`config.mk`:
```
export PLATFORM = sky130hd
export DESIGN_NAME = nx_rbus_retime_pipe
export DESIGN_NICKNAME = d
export VERILOG_FILES = /design/src/rtl/nx_rbus_retime_pipe.sv
export SDC_FILE = /design/constraint.sdc
export NUM_CORES = 1
export LEC_CHECK = 0
export ABC_AREA = 1
export CORE_ASPECT_RATIO = 1.2
export CORE_MARGIN = 4
export CORE_UTILIZATION = 43
export CTS_CLUSTER_SIZE = 12
export DETAILED_ROUTE_END_ITERATION = 12
export GPL_ROUTABILITY_DRIVEN = 1
export HOLD_SLACK_MARGIN = 0.15
export PLACE_DENSITY_LB_ADDON = 0.3
export SLEW_MARGIN = 20
export SYNTH_ARGS = -nofsm -noshare
export SYNTH_HDL_FRONTEND = slang
export SYNTH_SLANG_ARGS = --single-unit
```
`constraint.sdc`:
```
create_clock -name clk -period 3.5 [get_ports clk]
set_clock_uncertainty 0.1 [all_clocks]
set_input_delay 0.525 -clock clk [delete_from_list [all_inputs] [get_ports clk]]
set_output_delay 0.525 -clock clk [all_outputs]
set_load 0.05 [all_outputs]
```
`src/rtl/nx_rbus_retime_pipe.sv`:
```
// Register-bus retime stage between the rrb master and a block slave, with
// configurable request/response pipe depth and a per-transaction watchdog.
module nx_rbus_retime_pipe #(
    parameter int unsigned AW         = 16,
    parameter int unsigned DW         = 32,
    parameter int unsigned REQ_STAGES = 1,
    parameter int unsigned RSP_STAGES = 1,
    parameter int unsigned TIMEOUT    = 1024,
    parameter logic [31:0] TO_DATA    = 32'hDEAD_0BAD
) (
    input  logic          clk,
    input  logic          rst_n,
    input  logic [AW-1:0] rrb_blk_addr,
    input  logic          rrb_blk_rd_stb,
    input  logic [DW-1:0] rrb_blk_wr_data,
    input  logic          rrb_blk_wr_stb,
    output logic [AW-1:0] rrb_blkret_addr,
    output logic          rrb_blkret_rd_stb,
    output logic [DW-1:0] rrb_blkret_wr_data,
    output logic          rrb_blkret_wr_stb,
    input  logic          blkret_rrb_ack,
    input  logic          blkret_rrb_err_ack,
    input  logic [DW-1:0] blkret_rrb_rd_data,
    input  logic          blkret_rrb_intr,
    input  logic          blkret_rrb_ecc_error,
    output logic          blk_rrb_ack,
    output logic          blk_rrb_err_ack,
    output logic [DW-1:0] blk_rrb_rd_data,
    output logic          blk_rrb_intr,
    output logic          blk_rrb_ecc_error,
    output logic          timeout_pulse,
    output logic          drop_pulse
);

    localparam int unsigned CW    = (TIMEOUT > 0) ? $clog2(TIMEOUT + 1) : 1;
    localparam int unsigned REQ_W = AW + DW + 2;
    localparam int unsigned RSP_W = DW + 4;
    localparam logic [CW-1:0] CNT_MAX    = CW'(TIMEOUT);
    localparam logic [CW-1:0] CNT_ONE    = CW'(1);
    localparam logic [DW-1:0] TO_RD_DATA = DW'(TO_DATA);
    localparam bit            WD_EN      = (TIMEOUT != 0);

    typedef enum logic [1:0] {
        ST_IDLE  = 2'd0,
        ST_BUSY  = 2'd1,
        ST_DRAIN = 2'd2
    } state_e;

    state_e        state_q, state_d;
    logic [CW-1:0] cnt_q, cnt_d;
    logic          timeout_pulse_q, timeout_pulse_d;
    logic          drop_pulse_q, drop_pulse_d;

    logic          any_stb;
    logic          any_rsp;
    logic          fwd_stb;
    logic          inject;
    logic          suppress;

    logic [REQ_W-1:0] req_pipe_q [REQ_STAGES];
    logic [REQ_W-1:0] req_pipe_d [REQ_STAGES];
    logic [RSP_W-1:0] rsp_pipe_q [RSP_STAGES];
    logic [RSP_W-1:0] rsp_pipe_d [RSP_STAGES];

    logic          rsp_ack_in;
    logic          rsp_err_in;
    logic [DW-1:0] rsp_data_in;

    assign any_stb = rrb_blk_rd_stb | rrb_blk_wr_stb;
    assign any_rsp = blkret_rrb_ack | blkret_rrb_err_ack;

    // Watchdog FSM; a response arriving on the cnt==TIMEOUT cycle beats the timeout.
    always_comb begin
        state_d         = state_q;
        cnt_d           = cnt_q;
        fwd_stb         = 1'b1;
        inject          = 1'b0;
        suppress        = 1'b0;
        timeout_pulse_d = 1'b0;
        drop_pulse_d    = 1'b0;

        unique case (state_q)
            ST_IDLE: begin
                if (any_stb) begin
                    cnt_d   = CNT_ONE;
                    state_d = ST_BUSY;
                end
            end
            ST_BUSY: begin
                if (any_stb) begin
                    fwd_stb      = 1'b0;
                    drop_pulse_d = 1'b1;
                end
                if (any_rsp) begin
                    state_d = ST_IDLE;
                end else if (cnt_q == CNT_MAX) begin
                    inject          = 1'b1;
                    timeout_pulse_d = 1'b1;
                    cnt_d           = CNT_ONE;
                    state_d         = ST_DRAIN;
                end else begin
                    cnt_d = cnt_q + CNT_ONE;
                end
            end
            ST_DRAIN: begin
                if (any_stb) begin
                    fwd_stb      = 1'b0;
                    drop_pulse_d = 1'b1;
                end
                if (any_rsp) begin
                    suppress = 1'b1;
                    state_d  = ST_IDLE;
                end else if (cnt_q == CNT_MAX) begin
                    state_d = ST_IDLE;
                end else begin
                    cnt_d = cnt_q + CNT_ONE;
                end
            end
            default: begin
                state_d = ST_IDLE;
            end
        endcase

        // With the watchdog disabled the block is a pure retime.
        if (!WD_EN) begin
            state_d         = ST_IDLE;
            cnt_d           = '0;
            fwd_stb         = 1'b1;
            inject          = 1'b0;
            suppress        = 1'b0;
            timeout_pulse_d = 1'b0;
            drop_pulse_d    = 1'b0;
        end
    end

    always_ff @(posedge clk or negedge rst_n) begin
        if (!rst_n) begin
            state_q         <= ST_IDLE;
            cnt_q           <= '0;
            timeout_pulse_q <= 1'b0;
            drop_pulse_q    <= 1'b0;
        end else begin
            state_q         <= state_d;
            cnt_q           <= cnt_d;
            timeout_pulse_q <= timeout_pulse_d;
            drop_pulse_q    <= drop_pulse_d;
        end
    end

    always_comb begin
        req_pipe_d[0] = {rrb_blk_addr, rrb_blk_wr_data,
                         rrb_blk_rd_stb & fwd_stb, rrb_blk_wr_stb & fwd_stb};
        for (int unsigned i = 1; i < REQ_STAGES; i++) begin
            req_pipe_d[i] = req_pipe_q[i-1];
        end
    end

    always_comb begin
        rsp_ack_in  = blkret_rrb_ack;
        rsp_err_in  = blkret_rrb_err_ack;
        rsp_data_in = blkret_rrb_rd_data;
        if (inject) begin
            rsp_ack_in  = 1'b0;
            rsp_err_in  = 1'b1;
            rsp_data_in = TO_RD_DATA;
        end else if (suppress) begin
            rsp_ack_in  = 1'b0;
            rsp_err_in  = 1'b0;
            rsp_data_in = '0;
        end
    end

    always_comb begin
        rsp_pipe_d[0] = {rsp_ack_in, rsp_err_in, rsp_data_in,
                         blkret_rrb_intr, blkret_rrb_ecc_error};
        for (int unsigned i = 1; i < RSP_STAGES; i++) begin
            rsp_pipe_d[i] = rsp_pipe_q[i-1];
        end
    end

    always_ff @(posedge clk or negedge rst_n) begin
        if (!rst_n) begin
            for (int unsigned i = 0; i < REQ_STAGES; i++) begin
                req_pipe_q[i] <= '0;
            end
            for (int unsigned i = 0; i < RSP_STAGES; i++) begin
                rsp_pipe_q[i] <= '0;
            end
        end else begin
            req_pipe_q <= req_pipe_d;
            rsp_pipe_q <= rsp_pipe_d;
        end
    end

    assign {rrb_blkret_addr, rrb_blkret_wr_data,
            rrb_blkret_rd_stb, rrb_blkret_wr_stb} = req_pipe_q[REQ_STAGES-1];

    assign {blk_rrb_ack, blk_rrb_err_ack, blk_rrb_rd_data,
            blk_rrb_intr, blk_rrb_ecc_error} = rsp_pipe_q[RSP_STAGES-1];

    assign timeout_pulse = timeout_pulse_q;
    assign drop_pulse    = drop_pulse_q;

endmodule

```
==> impl.org <==
** Run status
- The run finished with clean final reports.

** Placed design
- Number of placed instances with taps included :: 600
- At the end of routability-driven placement, the weighted congestion stood at 0.870.
- Placed Area :: ~0.0054 sq mm
- In this run the tool buffered the top-level ports with 175 buffer cells.
- Worst setup slack before clock tree synthesis :: 1.07 ns
- Detailed placement finished with a half-perimeter wire length of between 7 and 8 mm.

** Clock network
- Max H-tree Level :: 3
- Post-CTS setup-driven buffer insertion count :: 0
- Resized Gates After CTS :: 0
- Clock-pin slew was measured on the worst setup and hold paths at 0.10 ns.
- Cell at the root of the clock tree :: sky130_fd_sc_hd__clkbuf_8
- The later pin in the worst-skew pair is clocked with a latency of 0.35 ns.
- The clock net in this run drives a total of a little over 100 sinks.
- Clock buffer count from CTS :: 9
- TritonCTS built the clock tree.
- Number of buffers between clock root and the deepest sink :: 2

** Yosys
- Average cell area after synthesis :: approximately 11 sq um
- In the synthesized netlist the async set-or-reset flop fraction comes to 1.00.
- Ys Warns :: 0
- For this run, the register share of the synthesized area comes to 0.702.
- Net Count, Synth :: 414
- The share of synthesized area in the top cell type comes to 0.702.
- Counting every instance in the synthesized netlist gives 321.
- Among all flip-flop cells after synthesis, the most frequent one is sky130_fd_sc_hd__dfrtp_1.
- Cell Area, Synth :: 0.00360 sq mm
- Summed over all instances, the cell type with the most area after synthesis is sky130_fd_sc_hd__dfrtp_1.
- In this run, synthesis inferred 0 flip-flops with an integrated enable.
- Number of distinct library cell variants in the gate-level netlist after synthesis :: 28
- Top cells by area in the synthesized netlist :: sky130_fd_sc_hd__dfrtp_1 (70%), sky130_fd_sc_hd__nand2_1 (8.8%), sky130_fd_sc_hd__inv_1 (3.9%)
- In this run, synthesis produced a sequential element count of 101.

** Routing
- Wirelength, routed :: 9.97 mm
- DRT Pass-1 Iters :: 4
- The first routing iteration left about 180 violations.
- Dividing the detail-routed via count by the number of cells gives 4.55.
- Wire length per cell :: 16.2 um
- Detailed-route DRC error count :: 0
- The count of nets left with antenna violations once routing finished came out at 0.
- DR vias :: between 2,000 and 3,000

** Timing
- Derived from the worst setup path, the maximum achievable clock frequency is 0.454 GHz.
- Final setup fails :: 0
- Setup slack closes at around 1.3 ns.
- Tightest Pin Transition :: 0.949 ns
- The final hold violation count came to 0.
- RSZ-0062 raised after global routing :: false
- Worst-case hold slack :: 0.490 ns
- Max_slew headroom :: 0.367
- Clock period minus final worst setup slack :: about 2.2 ns
- Slew Limit Fails :: 0
- Final period util :: 0.630
- After routing, the total negative slack on setup checks comes to 0 ns.

** Global route
- Summed over all layers, the global routing overflow is 0.
- Entering global routing, the biggest net connects 84 pins.
- Initial antenna violation count :: 0
- In the global route stage, overall resource usage came out at 0.204.
- Vias in the first global route :: 2,758
- The first global-routing pass estimated 15.2 mm of wire.

** Die
- Placeable core area :: 0.00815 sq mm
- The floorplan step defined a die boundary enclosing around 0.0099 sq mm.
- For this configuration, the core starts out at a cell density of 0.442.
- Overall die width :: 91.5 um
- Die height :: 108 um
- The floorplan has 36 rows.
- Pin placement for this block handled approximately 180 I/O pins.

** Worst setup path
- In this design, the stage delay of the slowest critical-path cell is 0.82 ns.
- In this run the worst setup path terminates at rrb_blkret_wr_data[3].
- Broken down by cell family, the worst path's largest delay share belongs to buffers and inverters.
- Depth of the worst register-to-register path :: 7
- Crit path buf inv count :: 1
- The signal on the critical path passes through clkdlybuf4s50_1.
- Largest fanout on the critical path :: 1
- Source of the worst register-to-register timing path :: state_q[0]
- For flop-to-flop paths, the worst setup slack is 1.34 ns.
- The setup path with the least slack is of type reg2out.
- Worst reg2reg path endpoint :: rsp_pipe_q[5]
- At the worst endpoint, the required time is 2.87 ns.
- In this run the number of cells on the critical path is 1.
- The slowest stage of the critical path is the sky130_fd_sc_hd__clkdlybuf4s50_1 cell.
- CP Capture Type :: primary output
- For the worst setup path, the data arrival time is 1.58 ns.
- STA classifies the critical path startpoint as a flop.
- The critical path starts at req_pipe_q[5].

** Finish
- Leaving out fill and tap cells, the most frequent cells in the layout are sky130_fd_sc_hd__clkdlybuf4s50_1 (174), sky130_fd_sc_hd__dfrtp_1 (101), sky130_fd_sc_hd__nand2_1 (84), sky130_fd_sc_hd__inv_1 (37), sky130_fd_sc_hd__nand3_1 (24).
- Final-stage net count :: 591
- In the final layout, the share of cells above drive strength 1 is 0.0716.
- Final non-filler cell total :: 617
- # diodes :: 0
- After routing the design area is around 0.0056 sq mm.
- Layout Area Growth over Synthesis :: 56.3%
- Most common library cell in the layout ignoring fill and taps :: sky130_fd_sc_hd__clkdlybuf4s50_1

** Power and ir drop
- Across the VDD grid, the largest voltage drop is 0.000308 V.
- In this run the static leakage power is 2.69 nW.
- Dividing total power by cell area gives a power density of 555 mW/mm^2.

** Run
- Maximum Capacitance Violations :: 0

** Hold path
- Worst min path class :: in2reg
[per-stage QoR]
step                      utilization  total power [W]
after floorplan                     -          0.00205
after global placement          0.665          0.00243
after detailed placement        0.665          0.00244
after CTS                       0.689          0.00316
after global routing            0.690          0.00330
final                           0.690          0.00313
[flip-flops by register name (all words and copies together) (netlist names)]
register,count
req_pipe_q,50
state_q,2
rsp_pipe_q,36
drop_pulse,1
cnt_q,11
timeout_pulse,1
[worst min-delay path by stage]
stage,startpoint,endpoint,cells after the start
final,rrb_blk_addr[11],req_pipe_q[45],1
after global routing,rrb_blk_addr[14],req_pipe_q[48],1
after CTS,rst_n,req_pipe_q[10],1
after detailed placement,cnt_q[10],cnt_q[10],4
after global placement,cnt_q[10],cnt_q[10],4
after floorplan,rst_n,cnt_q[0],0
[layer usage]
metal / part of all wire / GRT usage / vias up
met2: 0.51 / 0.350 / 117
met4: 0.021 / 0.0625 / 0
met1: 0.38 / 0.245 / 1343
met5: 0 / 0 / -
li1: - / - / 1332
met3: 0.084 / 0.0654 / 13
[cell type report]
cell class,count,area [sq um]
Sequential cell,101,2530
Multi-Input combinational cell,169,846
Timing Repair Buffer,177,1770
Tap cell,114,143
Clock inverter,6,51.3
Inverter,40,153
Clock buffer,10,138
Fill cell,607,2520
[cell families (layout without fill, tap and decap cells)]
kind of cell | after synthesis | count (layout) | share of synthesized area
AND/OR/NAND/NOR | 144 | 144 | 0.181
flip-flops | 101 | 101 | 0.702
buffers and inverters | 51 | 233 | 0.0629
AO/OA/AOI/OAI | 17 | 17 | 0.0295
adder cells (fa/ha/maj) | 5 | 5 | 0.0174
XOR/XNOR | 3 | 3 | 0.00730
[timing repair]
action | 4_1_cts | 5_1_grt
endpoints found under the setup margin | 0 | 0
hold endpoints to repair | 0 | 19
hold buffers | 0 | 1
[Yosys cell counts (2+ instances only)]
cell	instances
sky130_fd_sc_hd__o21ai_0	5
sky130_fd_sc_hd__inv_2	2
sky130_fd_sc_hd__nor3_1	2
sky130_fd_sc_hd__xor2_1	3
sky130_fd_sc_hd__buf_2	5
sky130_fd_sc_hd__nand2_1	84
sky130_fd_sc_hd__nor2_1	17
sky130_fd_sc_hd__nand4_1	4
sky130_fd_sc_hd__nand2_4	3
sky130_fd_sc_hd__buf_6	2
sky130_fd_sc_hd__nand3_1	24
sky130_fd_sc_hd__o21ai_2	2
sky130_fd_sc_hd__clkbuf_1	3
sky130_fd_sc_hd__nand3_2	3
sky130_fd_sc_hd__ha_1	5
sky130_fd_sc_hd__a21oi_1	7
sky130_fd_sc_hd__inv_1	37
sky130_fd_sc_hd__nor2_2	3
sky130_fd_sc_hd__dfrtp_1	101
[report_power, final]
| part | switching, W | internal, W |
|---|---|---|
| logic | 0.000726 | 0.000372 |
| registers | 0.0000433 | 0.00128 |
| clock network | 0.000414 | 0.000291 |
| total | 0.00118 | 0.00194 |
Power figures use the tool's default switching activity.
